==> config.mk <==
export PLATFORM = sky130hd
export DESIGN_NAME = uart_tx_queue_flat
export DESIGN_NICKNAME = d
export VERILOG_FILES = /design/src/rtl/uart_tx_queue_if.sv /design/src/rtl/uart_tx_queue.sv /design/src/flat_wrapper.sv
export SDC_FILE = /design/constraint.sdc
export NUM_CORES = 1
export LEC_CHECK = 0
export CAP_MARGIN = 20
export CORE_MARGIN = 2
export CORE_UTILIZATION = 59
export CTS_CLUSTER_SIZE = 10
export DETAILED_ROUTE_END_ITERATION = 8
export GPL_TIMING_DRIVEN = 0
export PLACE_DENSITY_LB_ADDON = 0.08
export RECOVER_POWER = 50
export SYNTH_ARGS = -nofsm -noshare
export SYNTH_HDL_FRONTEND = slang
export SYNTH_SLANG_ARGS = --single-unit
==> constraint.sdc <==
create_clock -name sys_clk -period 3.3 [get_ports sys_clk]
set_input_delay 0.33 -clock sys_clk [delete_from_list [all_inputs] [get_ports sys_clk]]
set_output_delay 0.33 -clock sys_clk [all_outputs]
set_load 0.03 [all_outputs]
==> src/rtl/uart_tx_queue_if.sv <==
// Producer and transceiver-facing signal bundle for uart_tx_queue.
// The slave modport is the queue's view; master is the driver side.
interface uart_tx_queue_if #(
  parameter int DEPTH_LOG2 = 4,
  parameter int DATA_W     = 8
);
  logic                  wr_en;
  logic [DATA_W-1:0]     wr_data;
  logic                  flush;
  logic                  ovf_clr;
  logic                  full;
  logic                  empty;
  logic [DEPTH_LOG2:0]   count;
  logic                  overflow;
  logic                  busy;
  logic [DATA_W-1:0]     tx_data;
  logic                  tx_wr;
  logic                  tx_done;

  modport master (
    output wr_en, wr_data, flush, ovf_clr, tx_done,
    input  full, empty, count, overflow, busy, tx_data, tx_wr
  );

  modport slave (
    input  wr_en, wr_data, flush, ovf_clr, tx_done,
    output full, empty, count, overflow, busy, tx_data, tx_wr
  );
endinterface

==> src/rtl/uart_tx_queue.sv <==
// Byte FIFO feeding a UART transmitter one byte at a time, waiting for
// tx_done after each tx_wr pulse so back-to-back bytes never collide.
module uart_tx_queue #(
  parameter int DEPTH_LOG2 = 4,
  parameter int DATA_W     = 8
) (
  input  logic            sys_clk,
  input  logic            sys_rst_n,
  uart_tx_queue_if.slave  bus
);

  localparam int DEPTH = 1 << DEPTH_LOG2;
  localparam logic [DEPTH_LOG2:0]   FULL_COUNT = (DEPTH_LOG2 + 1)'(DEPTH);
  localparam logic [DEPTH_LOG2:0]   CNT_ONE    = 1;
  localparam logic [DEPTH_LOG2-1:0] PTR_ONE    = 1;

  typedef enum logic [1:0] {
    S_IDLE,
    S_SEND,
    S_WAIT
  } state_t;

  state_t                 state;
  state_t                 next_state;
  logic [DATA_W-1:0]      mem [DEPTH];
  logic [DEPTH_LOG2-1:0]  rd_ptr;
  logic [DEPTH_LOG2-1:0]  wr_ptr;
  logic [DEPTH_LOG2:0]    count;
  logic                   overflow;
  logic [DATA_W-1:0]      tx_data;
  logic                   tx_wr;
  logic                   full;
  logic                   empty;
  logic                   push;
  logic                   pop;
  logic                   drop;

  assign full  = (count == FULL_COUNT);
  assign empty = (count == '0);

  // A push racing a flush is discarded silently; only a full FIFO drops with overflow.
  assign push = bus.wr_en && !full && !bus.flush;
  assign drop = bus.wr_en && full && !bus.flush;

  always_comb begin
    next_state = state;
    pop        = 1'b0;
    case (state)
      S_IDLE: begin
        if (!empty && !bus.flush) begin
          pop        = 1'b1;
          next_state = S_SEND;
        end
      end
      S_SEND:  next_state = S_WAIT;
      S_WAIT:  if (bus.tx_done) next_state = S_IDLE;
      default: next_state = S_IDLE;
    endcase
  end

  always_ff @(posedge sys_clk or negedge sys_rst_n) begin
    if (!sys_rst_n) begin
      state <= S_IDLE;
    end else begin
      state <= next_state;
    end
  end

  always_ff @(posedge sys_clk) begin
    if (push) begin
      mem[wr_ptr] <= bus.wr_data;
    end
  end

  // flush clears the queue but never touches the byte already handed to the transmitter.
  always_ff @(posedge sys_clk or negedge sys_rst_n) begin
    if (!sys_rst_n) begin
      rd_ptr   <= '0;
      wr_ptr   <= '0;
      count    <= '0;
      overflow <= 1'b0;
      tx_data  <= '0;
      tx_wr    <= 1'b0;
    end else begin
      tx_wr <= pop;
      if (pop) begin
        tx_data <= mem[rd_ptr];
      end

      if (bus.flush) begin
        rd_ptr <= '0;
        wr_ptr <= '0;
        count  <= '0;
      end else begin
        if (push) wr_ptr <= wr_ptr + PTR_ONE;
        if (pop)  rd_ptr <= rd_ptr + PTR_ONE;
        case ({push, pop})
          2'b10:   count <= count + CNT_ONE;
          2'b01:   count <= count - CNT_ONE;
          default: count <= count;
        endcase
      end

      if (drop) begin
        overflow <= 1'b1;
      end else if (bus.ovf_clr) begin
        overflow <= 1'b0;
      end
    end
  end

  assign bus.full     = full;
  assign bus.empty    = empty;
  assign bus.count    = count;
  assign bus.overflow = overflow;
  assign bus.busy     = (state != S_IDLE);
  assign bus.tx_data  = tx_data;
  assign bus.tx_wr    = tx_wr;

endmodule

==> src/flat_wrapper.sv <==
// flat-port wrapper written by rule: the top's interface ports become plain ports
module uart_tx_queue_flat 
#(
  parameter int DEPTH_LOG2 = 4,
  parameter int DATA_W     = 8
)
  (sys_clk, sys_rst_n, bus_wr_en, bus_wr_data, bus_flush, bus_ovf_clr, bus_tx_done, bus_full, bus_empty, bus_count, bus_overflow, bus_busy, bus_tx_data, bus_tx_wr);
  uart_tx_queue_if #(.DEPTH_LOG2(DEPTH_LOG2), .DATA_W(DATA_W)) bus_i ();
  input  logic sys_clk;
  input  logic sys_rst_n;
  input wire logic [$bits(bus_i.wr_en)-1:0] bus_wr_en;
  input wire logic [$bits(bus_i.wr_data)-1:0] bus_wr_data;
  input wire logic [$bits(bus_i.flush)-1:0] bus_flush;
  input wire logic [$bits(bus_i.ovf_clr)-1:0] bus_ovf_clr;
  input wire logic [$bits(bus_i.tx_done)-1:0] bus_tx_done;
  output wire logic [$bits(bus_i.full)-1:0] bus_full;
  output wire logic [$bits(bus_i.empty)-1:0] bus_empty;
  output wire logic [$bits(bus_i.count)-1:0] bus_count;
  output wire logic [$bits(bus_i.overflow)-1:0] bus_overflow;
  output wire logic [$bits(bus_i.busy)-1:0] bus_busy;
  output wire logic [$bits(bus_i.tx_data)-1:0] bus_tx_data;
  output wire logic [$bits(bus_i.tx_wr)-1:0] bus_tx_wr;
  assign bus_i.wr_en = bus_wr_en;
  assign bus_i.wr_data = bus_wr_data;
  assign bus_i.flush = bus_flush;
  assign bus_i.ovf_clr = bus_ovf_clr;
  assign bus_i.tx_done = bus_tx_done;
  assign bus_full = bus_i.full;
  assign bus_empty = bus_i.empty;
  assign bus_count = bus_i.count;
  assign bus_overflow = bus_i.overflow;
  assign bus_busy = bus_i.busy;
  assign bus_tx_data = bus_i.tx_data;
  assign bus_tx_wr = bus_i.tx_wr;
  uart_tx_queue #(.DEPTH_LOG2(DEPTH_LOG2), .DATA_W(DATA_W)) u_core (.sys_clk(sys_clk), .sys_rst_n(sys_rst_n), .bus(bus_i));
endmodule
Yosys cells after proc, flatten, opt, wreduce, memory -nomap -nowiden:

Memories as Yosys holds them, arrays and structs flattened. A register that Yosys moved wholly into a read port is not among the register bits.
Cells that the tools add are included.

* $add $sub $neg: 4
* mux-type cells: 15
* reductions and logical operators: 17
* equality and inequality tests: 7

Operators by type and width (number)
* $mux 4: 4
* $pmux 5 s2: 1
* $add 4x1->4 const B: 2
* $reduce_bool 2->1: 4
* $mux 1: 6
* $pmux 2 s3: 1
* $add 5x1->5 const B: 1
* $eq 5x5->1 const B: 1
* $logic_and 1x1->1: 5
* $logic_not 5->1: 1
* $mux 5: 1
* $sub 5x1->5 const B: 1
* $eq 2x1->1 const B: 2
* $eq 2x2->1 const B: 2
* $logic_not 1->1: 4
* $mux 2: 2
* $reduce_bool 3->1: 1
* $logic_not 2->1: 1
* $ne 2x1->1 const B: 1
* $ne 2x2->1 const B: 1
* $reduce_and 2->1: 1

* memory bits (writable): 128
* flip-flop bits (word level): 17
* memories: 1
* logic and storage cells: 50
* input port bits: 14

Memories
* u_core.mem: words 16, bits a word 8, rd ports 1, clocked after Yosys merged registers in 1, wr ports 1, line uart_tx_queue.sv:25 `logic [DATA_W-1:0] mem [DEPTH];`

Logic depth before layout (Yosys ltp):

* depth after elaboration: 8
* mapped depth: 11
* gate-level depth less buffers: 9

Worst setup path after synthesis:

Ideal clock, no wire load.

* path kind: flip-flop to flip-flop
* from: register u_core.count[1] (netlist: u_core.bus.count[1])
* to: register u_core.count[2] (netlist: u_core.bus.count[2])
* data required time: 3.223 ns
* data arrival time: 2.705 ns
* path slack: 0.518 ns
* cell stages (with the launch flop): 11
* library setup time: 0.077 ns
* cells stage by stage: dfrtp_1 buf_6 or4_4 buf_6 o211a_1 xor2_1 ha_1 or4_1 o21ai_0 a21oi_1 o21ai_1

* longest elaborated chain between the ends: 8

RTL lines
* start, declared: line uart_tx_queue.sv:28 `logic [DEPTH_LOG2:0] count;`
* start signal, assigned: line uart_tx_queue.sv:98 `2'b10: count <= count + CNT_ONE;`
* start signal, assigned: line uart_tx_queue.sv:99 `2'b01: count <= count - CNT_ONE;`
* start signal, assigned: line uart_tx_queue.sv:100 `default: count <= count;`
* $logic_not 5->1: line uart_tx_queue.sv:39 `assign empty = (count == '0);`
* $logic_not 1->1: line uart_tx_queue.sv:50 `if (!empty && !bus.flush) begin`
* $logic_and 1x1->1: line uart_tx_queue.sv:50
* $mux 1: line uart_tx_queue.sv:50
* $mux 1: line uart_tx_queue.sv:48 `case (state)`
* $eq 2x1->1 / $eq 2x2->1 (equally long branches): line uart_tx_queue.sv:97 `case ({push, pop})`
* $pmux 5 s2: line uart_tx_queue.sv:97
* $mux 5: line uart_tx_queue.sv:90 `if (bus.flush) begin`

Several ways; a longest one is shown, not always the timed one.
A chain may end at the register's enable or synchronous reset.

Worst setup path in the final report:

* from: register u_core.count[1] (netlist: u_core.bus.count[1])
* to: output port bus_full

* longest elaborated chain between the ends: 1

RTL lines
* $eq 5x5->1: line uart_tx_queue.sv:38 `assign full = (count == FULL_COUNT);`
* end, declared: line flat_wrapper.sv:16 `output wire logic [$bits(bus_i.full)-1:0] bus_full;`

No other way between the ends.

==> results.md <==
* Critical path endpoint category: output port
* Critical Path RT at 2.97 ns
* DP Area at 6840 um2
* Die ar. at 11500 um2
* Leakage at 2.47 nW
* Max_cap viols at 0
* Overall routing resource usage at 0.247
* Share of layout cells above drive strength 1 at 0.195
* Highest Signal Layer: met4
* # H-tree levels at 4
* Die H at 107 um
* Dominant cells by area after synthesis: edfxtp_1, mux4_2, dfrtp_1
* Root Driver: clkbuf_8
* Post-Syn Area at 6320 um2
* Fmax at 0.332 GHz
* DR vias/cell at 6.03
* CTS tree: built
* Row Count at 37
* DP HPWL at 8180 um
* Pre-CTS setup slack at 0.272 ns
* Initial Util at 0.609
* Cell Pwr Density at between 700 and 800 nW/um2
* Post-synthesis register bit count at 153
* Antenna violations before repair at 0
* Fin nets at about 440
* Synth cell types at 44
* I/O pins at 32
* Routability cong. at 0.784
* Post-DRT Antenna Nets at 0
* Final Util at 0.707
* Antenna diodes at 0
* CP Max Fanout at 10
* Most common cell after layout, fill and taps aside: edfxtp_1
* Clk sinks at 153
* Min setup slack post-route at 0.285 ns
* Synth top area share at 0.609
* Skew final at 0.00735 ns
* DRT Wirelength at 12800 um
* Register area share after synthesis at 0.708
* Min Tclk post-route at 3.01 ns
* Cts hold-fix bufs at 0
* M1 WL at 5390 um
* Final Hold Viols at 0
* Setup Buffers After CTS at 0
* Placeable core region at 10400 um2
* Area delta synth->final at 16.0%
* Total CTS buffers at 17
* Wire length on met2 at 6380 um
* Post-Syn Instances at 363
* Synth area leader: edfxtp_1
* Tcrit/Tclk final at 0.914
* Rel. slew slack at 0.211
* PortBufs at 30
* Syn nets at 384
* GRT Residual Overflow at 0
* Yosys warns at 0
* TritonRoute pass-1 iters at 4
* Hold/Removal Path Class: in2async
* Clk_lat worst skew at around 0.53 ns
* Worst vdd ir at 0.000625 V
* Avg Inst Size Synth at 17.4 um2
* Largest net degree at the start of global routing at 20
* First-pass GRT wire length at 19800 um
* Commonest cells after routing, fill and taps aside: edfxtp_1, mux4_2, nor2_1, dfrtp_1, clkdlybuf4s50_1
* Critical Path AT at 2.68 ns
* # fillers at approximately 700
* Setup Viol. Count Final at 0
* Initial DRC count at 302
* Die W at 107 um
* TNS Setup at 0 ns
* Pins Over Slew Limit at 0
* RSZ-0062 raised after global routing: false
* Critical path startpoint category: flip-flop
* Met3 routed WL at 829 um
* Setup CP Type: reg2out
* Vias in the first global route at approximately 3400
* Clk pin slew, worst setup/hold paths at 0.06 ns
* Drt drc at 0
* Status: finished, final reports clean
* Slew @ Worst Pin at 1.18 ns
* Drt wl/cell at roughly 23 um
* Vias at 3411
* CTS-repair resized insts at 0
* Cell area after layout at approximately 7300 um2
* Clk buf depth at 2
-- metal layers --
layer,global-route usage,vias up
li1,-,1539
met5,0,-
met2,0.385,109
met4,0.0888,0
met3,0.0642,18
met1,0.344,1745
-- final timing paths --
kind | from | end | slack, ns | cells past startpoint
max | u_core.bus.count[1] | bus_full | 0.29 | 5
min | sys_rst_n | u_core.bus.tx_data[0] | 0.15 | 1
max reg2reg | u_core.bus.count[1] | u_core.bus.count[2] | 0.35 | 10
min reg2reg | u_core.bus.overflow | u_core.bus.overflow | 0.54 | 2
max in group asynchronous | sys_rst_n | u_core.wr_ptr[0] | 1.75 | 2
min in group sys_clk | bus_flush | u_core.bus.count[2] | 0.29 | 2
-- report_power, final --
group          switching [mW]  leakage, nW  internal [mW]
sequential             0.0949         1.47           2.23
clock                   0.691        0.262           1.03
combinational           0.953        0.740          0.748
total                    1.74         2.47           4.00
-- per-stage QoR --
step	power (mW)	cells	hold slack [ns]
2_1_floorplan	3.54	363	0.0344
4_1_cts	5.80	566	0.118
3_3_place_gp	4.04	529	0.520
5_1_grt	5.98	566	0.149
6_report	5.74	566	0.149
3_5_place_dp	4.08	534	0.536
-- cell type report --
| cell class | count | area, um2 | share of cell area |
|---|---|---|---|
| buffer | 20 | 104 | 0.0142 |
| multi-input combinational | 181 | 1690 | 0.231 |
| clock buffer | 28 | 507 | 0.0691 |
| tap | 136 | 170 | 0.0232 |
| sequential | 153 | 4470 | 0.610 |
| inverter | 9 | 33.8 | 0.00461 |
| clock inverter | 4 | 20.0 | 0.00273 |
| timing repair buffer | 35 | 334 | 0.0456 |
-- sequential cells by signal, indices dropped and copies added, names as in the netlist --
register and count:
u_core.rd_ptr 4, u_core.bus.tx_wr 1, u_core.mem 128, u_core.bus.overflow 1, u_core.bus.count 5, u_core.bus.tx_data 8
u_core.state 2, u_core.wr_ptr 4
-- cells in the mapped netlist (all sizes together) --
master / n
o31a: 1
o221a: 1
a21boi: 2
inv: 9
o21ai: 9
a31oi: 1
a21oi: 15
nand3: 3
o41ai: 2
edfxtp: 128
clkbuf: 9
o211a: 1
xnor2: 3
ha: 7
dfrtp: 25
nand2b: 6
buf: 11
o211ai: 1
mux2: 8
a221oi: 1
or3: 3
nor4bb: 1
o22ai: 9
or4: 3
nor3: 7
mux2i: 10
nand2: 16
nor2: 29
xor2: 5
o31ai: 1
nor4: 2
mux4: 32
nand4: 2
-- kinds of logic (layout without fill, tap and decap cells) --
logic type | after synthesis | in the layout | share of synthesized area
xor+xnor | 8 | 8 | 0.0111
simple gates | 72 | 72 | 0.0551
compound gates | 44 | 44 | 0.0462
flops | 153 | 153 | 0.708
mux | 50 | 50 | 0.144
buf+inv | 29 | 96 | 0.0220
fa+ha+maj | 7 | 7 | 0.0139
-- worst max-delay path: stages, from the launching register on --
cell and delay [ns]:
dfrtp_1 0.38, buf_6 0.14, nor4_1 0.67, nand2_1 0.21, inv_1 0.09, clkdlybuf4s50_1 0.66
Power figures use the tool's default switching activity.
